<file path="src/rtl/pipe_hazard_ctrl_pkg.sv">
// rtl/pipe_hazard_ctrl_pkg.sv - shared pipeline-control encodings and FSM state type
package pipe_hazard_ctrl_pkg;

  // Per-register control: bit0 = flush, bit1 = stall/hold
  localparam logic [1:0] SF_RUN   = 2'b00;
  localparam logic [1:0] SF_FLUSH = 2'b01;
  localparam logic [1:0] SF_STALL = 2'b10;

  typedef enum logic {
    ST_RUN      = 1'b0,
    ST_MEM_WAIT = 1'b1
  } state_t;

endpackage

</file>
<file path="src/rtl/pipe_hazard_ctrl_hazard_detect.sv">
// rtl/pipe_hazard_ctrl_hazard_detect.sv - combinational load-use dependency compare
module hazard_detect (
  input  logic [4:0] id_rs1_addr,
  input  logic [4:0] id_rs2_addr,
  input  logic       id_rs1_used,
  input  logic       id_rs2_used,
  input  logic       ex_mem_r,
  input  logic [4:0] ex_rd_addr,
  output logic       load_use
);

  logic w_rs1_hit;
  logic w_rs2_hit;

  assign w_rs1_hit = id_rs1_used && (id_rs1_addr == ex_rd_addr);
  assign w_rs2_hit = id_rs2_used && (id_rs2_addr == ex_rd_addr);

  // x0 is hardwired to zero, so a load targeting it never produces a dependency
  assign load_use = ex_mem_r && (ex_rd_addr != 5'd0) && (w_rs1_hit || w_rs2_hit);

endmodule

</file>
<file path="src/rtl/pipe_hazard_ctrl.sv">
// rtl/pipe_hazard_ctrl.sv - pipeline stall/flush controller with memory-wait watchdog
module pipe_hazard_ctrl
  import pipe_hazard_ctrl_pkg::*;
#(
  parameter int TIMEOUT_CYC = 1024,
  parameter int CNT_W       = 32
) (
  input  logic             clk,
  input  logic             rst_n,
  input  logic [4:0]       id_rs1_addr,
  input  logic [4:0]       id_rs2_addr,
  input  logic             id_rs1_used,
  input  logic             id_rs2_used,
  input  logic             ex_mem_r,
  input  logic [4:0]       ex_rd_addr,
  input  logic             ex_branch_taken,
  input  logic             im_wait,
  input  logic             dm_wait,
  output logic [1:0]       sf_if_id,
  output logic [1:0]       sf_id_ex,
  output logic [1:0]       sf_ex_mem,
  output logic [1:0]       sf_mem_wb,
  output logic             pc_stall,
  output logic [CNT_W-1:0] stall_cnt,
  output logic             wd_err
);

  localparam int              WC_W    = $clog2(TIMEOUT_CYC) + 1;
  localparam logic [WC_W-1:0] WC_LAST = WC_W'(TIMEOUT_CYC - 1);

  state_t           r_state;
  logic             r_pend_flush;
  logic [WC_W-1:0]  r_wcnt;
  logic [CNT_W-1:0] r_stall_cnt;
  logic             r_wd_err;

  logic w_wait;
  logic w_load_use;
  logic w_br_eff;

  hazard_detect u_hazard_detect (
    .id_rs1_addr (id_rs1_addr),
    .id_rs2_addr (id_rs2_addr),
    .id_rs1_used (id_rs1_used),
    .id_rs2_used (id_rs2_used),
    .ex_mem_r    (ex_mem_r),
    .ex_rd_addr  (ex_rd_addr),
    .load_use    (w_load_use)
  );

  assign w_wait = im_wait | dm_wait;
  // pend_flush is only ever set while in MEM_WAIT and clears on exit
  assign w_br_eff = ex_branch_taken | r_pend_flush;

  always_comb begin
    sf_if_id  = SF_RUN;
    sf_id_ex  = SF_RUN;
    sf_ex_mem = SF_RUN;
    sf_mem_wb = SF_RUN;
    pc_stall  = 1'b0;
    if (w_wait) begin
      sf_if_id  = SF_STALL;
      sf_id_ex  = SF_STALL;
      sf_ex_mem = SF_STALL;
      sf_mem_wb = SF_STALL;
      pc_stall  = 1'b1;
    end else if (w_br_eff) begin
      sf_if_id = SF_FLUSH;
      sf_id_ex = SF_FLUSH;
    end else if (w_load_use) begin
      sf_if_id = SF_STALL;
      sf_id_ex = SF_FLUSH;
      pc_stall = 1'b1;
    end
  end

  always_ff @(posedge clk or negedge rst_n) begin
    if (!rst_n) begin
      r_state      <= ST_RUN;
      r_pend_flush <= 1'b0;
      r_wcnt       <= '0;
      r_stall_cnt  <= '0;
      r_wd_err     <= 1'b0;
    end else begin
      if (pc_stall && (r_stall_cnt != '1)) begin
        r_stall_cnt <= r_stall_cnt + 1'b1;
      end
      case (r_state)
        ST_RUN: begin
          if (w_wait) begin
            r_state      <= ST_MEM_WAIT;
            r_pend_flush <= ex_branch_taken;
            r_wcnt       <= '0;
          end
        end
        ST_MEM_WAIT: begin
          if (w_wait) begin
            r_pend_flush <= r_pend_flush | ex_branch_taken;
            // Counter parks at the limit; the FSM keeps waiting after the trip
            if (r_wcnt == WC_LAST) begin
              r_wd_err <= 1'b1;
            end else begin
              r_wcnt <= r_wcnt + 1'b1;
            end
          end else begin
            r_state      <= ST_RUN;
            r_pend_flush <= 1'b0;
            r_wcnt       <= '0;
          end
        end
        default: r_state <= ST_RUN;
      endcase
    end
  end

  assign stall_cnt = r_stall_cnt;
  assign wd_err    = r_wd_err;

endmodule

</file>
<file path="config.mk">
export PLATFORM = sky130hd
export DESIGN_NAME = pipe_hazard_ctrl
export DESIGN_NICKNAME = d
export VERILOG_FILES = /design/src/rtl/pipe_hazard_ctrl_pkg.sv /design/src/rtl/pipe_hazard_ctrl_hazard_detect.sv /design/src/rtl/pipe_hazard_ctrl.sv
export SDC_FILE = /design/constraint.sdc
export NUM_CORES = 1
export LEC_CHECK = 0
export CAP_MARGIN = 0
export CORE_MARGIN = 10
export CORE_UTILIZATION = 52
export DETAILED_ROUTE_END_ITERATION = 10
export GPL_TIMING_DRIVEN = 1
export PLACE_DENSITY_LB_ADDON = 0.08
export SLEW_MARGIN = 20
export SYNTH_ARGS = -nofsm -noshare
export SYNTH_HDL_FRONTEND = slang
export SYNTH_SLANG_ARGS = --single-unit
</file>
<file path="constraint.sdc">
create_clock -name clk -period 5.7 [get_ports clk]
set_clock_uncertainty 0.05 [all_clocks]
set_input_delay 0.855 -clock clk [delete_from_list [all_inputs] [get_ports clk]]
set_output_delay 0.855 -clock clk [all_outputs]
set_load 0.1 [all_outputs]
</file>
* After elaboration in Yosys (flattened, before gate mapping) *
Cells that the tools add are included.

word-level totals
  bits in writable memories = 0
  bits of input ports = 23
  bits in read-only memories = 0
  bits in registers = 46
  memories = 0
  bits in latches = 0
  output and inout port bits = 42

cells by class
  multiplexer cells = 18
  divide/modulo/power cells = 0
  shift-type cells = 0
  $lt $le $gt $ge = 0
  multiply operators = 0
  bitwise gates (word level) = 3
  add/subtract/negate cells = 2
  equal/unequal tests = 6
  reduce and logical (&&, ||, !) cells = 9

operators with widths
  cell                     number
  $mux W11                 3
  $add A32 B1 Y32 const B  1
  $ne A32 B32 Y1 const B   1
  $pmux W11 S2             1
  $add A11 B1 Y11 const B  1
  $eq A11 B10 Y1 const B   1
  $eq A5 B5 Y1             2
  $mux W2                  5
  $mux W1                  8
  $logic_and A1 B1 Y1      5
  $reduce_bool A5 Y1       1
  $ne A3 B3 Y1 const B     1
  $reduce_and A3 Y1        1
  $ne A2 B2 Y1 const B     1
  $or A1 B1 Y1             2
  $pmux W1 S2              1
  $reduce_and A2 Y1        1
  $logic_or A1 B1 Y1       1
  $not A1 Y1               1

* Longest topological paths before layout *
  word-level depth = 8
  gate-level depth with buffers = 9

* By module *
A second synthesis with hierarchy kept.

second synthesis, totals
  cell total of the unflattened synthesis = 250
  area, all modules = 2483.6 µm²

by module, submodules not included
  module            seq. area each (µm²)  cells each  area each (µm²)  times used
  pipe_hazard_ctrl  1151.1                233         2349.8           1
  hazard_detect     0.0                   17          133.9            1

* Worst setup path before layout *
Ideal clock, no wire load.

  kind = input to output
  start = input port ex_rd_addr[1]
  end = output port sf_id_ex[0]
  arrival time = 2933 ps
  cell stages on the path = 5
  required time = 4795 ps
  path buffers = 0
  path slack = 1862 ps
  cells stage by stage = xnor2_1 nand4_1 o22ai_1 o211ai_1 a21oi_1

on the way
  longest elaborated chain between the ends = 7

ends and longest elaborated chain
  item                                    RTL line                                                                    source
  start: declaration                      pipe_hazard_ctrl.sv:15                                                      input logic [4:0] ex_rd_addr,
  $eq A5 B5 Y1 (on tied branches)         pipe_hazard_ctrl_hazard_detect.sv:15, pipe_hazard_ctrl_hazard_detect.sv:16
  $logic_and A1 B1 Y1 (on tied branches)  pipe_hazard_ctrl_hazard_detect.sv:15, pipe_hazard_ctrl_hazard_detect.sv:16
  $logic_or A1 B1 Y1                      pipe_hazard_ctrl_hazard_detect.sv:19                                        assign load_use = ex_mem_r && (ex_rd_addr != 5'd0) && (w_rs1_hit || w_rs2_hit);
  $logic_and A1 B1 Y1 (*)                 pipe_hazard_ctrl_hazard_detect.sv:19
  $mux W1 (*)                             pipe_hazard_ctrl.sv:70                                                      end else if (w_load_use) begin
  $mux W1 (*)                             pipe_hazard_ctrl.sv:67                                                      end else if (w_br_eff) begin
  $mux W2 (*)                             pipe_hazard_ctrl.sv:61                                                      if (w_wait) begin
  end: declaration                        pipe_hazard_ctrl.sv:20                                                      output logic [1:0] sf_id_ex,

Every way passes the cells marked *; elsewhere a longest branch is shown, timed or not.

* Final worst setup path *
  start = input port ex_rd_addr[0]
  end = output port pc_stall

on the way
  longest elaborated chain between the ends = 7

ends and longest elaborated chain
  item                                    RTL line                                                                    source
  $eq A5 B5 Y1 (on tied branches)         pipe_hazard_ctrl_hazard_detect.sv:15, pipe_hazard_ctrl_hazard_detect.sv:16
  $logic_and A1 B1 Y1 (on tied branches)  pipe_hazard_ctrl_hazard_detect.sv:15, pipe_hazard_ctrl_hazard_detect.sv:16
  $logic_or A1 B1 Y1                      pipe_hazard_ctrl_hazard_detect.sv:19
  $logic_and A1 B1 Y1 (*)                 pipe_hazard_ctrl_hazard_detect.sv:19
  $mux W1 (*)                             pipe_hazard_ctrl.sv:70
  $mux W1 (*)                             pipe_hazard_ctrl.sv:67
  $mux W1 (*)                             pipe_hazard_ctrl.sv:61
  end: declaration                        pipe_hazard_ctrl.sv:23                                                      output logic pc_stall,

Marks and branches as above.

==> results.cfg <==
[power_and_ir_drop]
power.total_mw = 0.9803
power_density_nw_per_um2 = 309.3
irDropWorstVdd_mv = 0.5900
cellLeakagePower_nw = 1.268

[timing]
setup_violations = 0
slew_headroom_pct = 32.09
hold_violations = 0
fin_crit_sh_pct = 76.01
fin_tns_setup_ps = 0
worst-slew-pin-transition_ps = 1019
hold_ws_ps = 416.4
finalCriticalPeriod_ps = 4333
grt_setup_unrepaired = no
slew_violations = 0
max_freq_ghz = 0.2308

[placed_design]
dp_hpwl_mm = 4.285
gp_congestion = 0.8198
port_buffers = 62
placedCellCount = 347

[clocking]
cts_resized = 0
postCtsHoldBufs = 0
clk_pin_slew_worst_paths_ps = 90
clock-sinks = 46
numCtsBuffers = 5
cts_tree = yes
cts_setup_buffers = 0
insertion_delay_ps = 300
clockRootBuffer = clkbuf_8
cts_max_path_buffers = 2
h-tree-depth = 2

[cells_and_area]
layout_commonest_cell = clkdlybuf4s50_1
final_util_pct = 68.00
layout_common_cells = clkdlybuf4s50_1, dfrtp_1, xnor2_1
instances_no_fill = 355
insertedDiodeCount = 0
drive_gt1_share_pct = 7.973
syn2layout_area_growth_pct = 27.99
fin_nets = 325

[synthesis]
synth_async_sr_flop_share_pct = 100.0
synth_compound_gate_area_share_pct = 5.659
yosys_warnings = 0
synth.cell_area_sq_um = 2476
synth_top_family_by_area = simple AND/OR/NAND/NOR gates
synth.area.mux_share_pct = 0.9096
synth-simple-area-share_pct = 24.71
synthFlopType = dfrtp_1
synth_edf_count = 0
yosysUniqueCellTypes = 43
ys_seq_area_share_pct = 46.49
ys_ff_latch = 46
synth_xor_area_share_pct = 16.98
synthCells = 241
syn_avg_cell_area_sq_um = 10.27
synth_fa_ha_area_share_pct = 1.011

[route]
vias = 1944
ant_nets = 0
first_iter_violations = 69
viasPerCell = 5.476
drc = 0
firstDrtPassIters = 4
wirelength_mm = 5.634
wire_per_inst_um = 15.87

[min_path]
hold_path_class = register to register
hold_path_depth = 1

[grt]
overflow = 0
grtUsageMet2_pct = 25.93
first_global_vias = 1982
grt_pass1_wl_mm = 9.425
grt_use_met3_pct = 4.831
grt_usage_pct = 14.87
antenna_found_initial = 0
grt_max_degree = 47
gr-usage-met1_pct = 17.14
grt-busiest-layer = met2

[worst_setup_path]
r2r_cells = 7
start_kind = primary input
end_kind = primary output
crit_arrival_ps = 3430
crit_type = primary input to primary output
crit_fanout = 7
required_ps = 4800

[floorplan]
io-pin-count = 65
start_util_pct = 53.13
core_area_sq_um = 4661
dieArea_sq_um = 7922
die_x_um = 89.01
fp-row-count = 25
chipHeight_um = 89.01

[run]
drv_cap = 0

[status]
status = complete, no violations
-- final timing paths --
path,from,end,slack (ps)
worst max-delay path,ex_rd_addr[0],pc_stall,1370
worst min-delay path,wd_err,wd_err,420
worst max register to register,stall_cnt[0],stall_cnt[15],3070
worst min register to register,wd_err,wd_err,420
max in group asynchronous,rst_n,r_wcnt[3],4710
min in group asynchronous,rst_n,r_wcnt[7],490
-- sequential cells by signal (all words and copies together), names as in the netlist --
register / cells
r_pend_flush: 1
r_state: 1
r_wcnt: 11
stall_cnt: 32
wd_err: 1
-- cell type report --
class                      instances  area (sq um)
fill                             402          1491
timing repair buffer              62         618.1
sequential                        46          1151
multi-input combinational        181          1227
clock inverter                     3         21.27
clock buffer                       5         68.82
inverter                           4         15.01
tap                               54         67.56
-- metrics by stage --
stage | setup WS [ps] | cell area, sq um
after CTS | 1350 | 3167
after global placement | 1434 | 3077
after detailed placement | 1358 | 3077
after global routing | 1192 | 3169
after floorplan | 1862 | 2480
final | 1367 | 3169
-- cells in the mapped netlist (3+ instances only) --
cell,number,area [sq um]
xor2_1,5,43.79
inv_1,3,11.26
buf_6,3,33.78
and2_1,3,18.77
and3_1,8,50.05
nand2_1,24,90.09
nor3_1,7,35.03
dfrtp_1,46,1151
nand4_1,17,106.4
nor2_1,19,71.32
nand3_1,19,95.09
buf_4,6,45.04
xnor2_1,43,376.6
nand3_2,4,40.04
-- layer usage --
layer  wire length (um)  part of all wire [%]
met5                  0                     0
met4                 38                  0.67
met3                315                   5.6
met2               2923                    52
met1               2358                    42
-- where the power goes --
part	internal (mW)	leakage, nW	switching [mW]
registers	0.357	0.621	0.0417
clock network	0.0863	0.0441	0.115
logic	0.0996	0.603	0.280
-- kinds of logic (layout without fill, tap and decap cells) --
| family | count (synthesis) | count (layout) |
|---|---|---|
| compound gates | 16 | 16 |
| xor+xnor | 48 | 48 |
| fa+ha+maj | 2 | 2 |
| buf+inv | 15 | 74 |
| flops | 46 | 46 |
| mux | 2 | 2 |
| other cells | 1 | 2 |
| simple gates | 111 | 111 |
-- critical path, stage by stage --
cell and delay, ps:
clkdlybuf4s50_1 570, xnor2_1 150, nand4_1 100, o22ai_1 260
o21a_1 290, clkdlybuf4s50_1 1190
(Power assumes the default switching activity.)
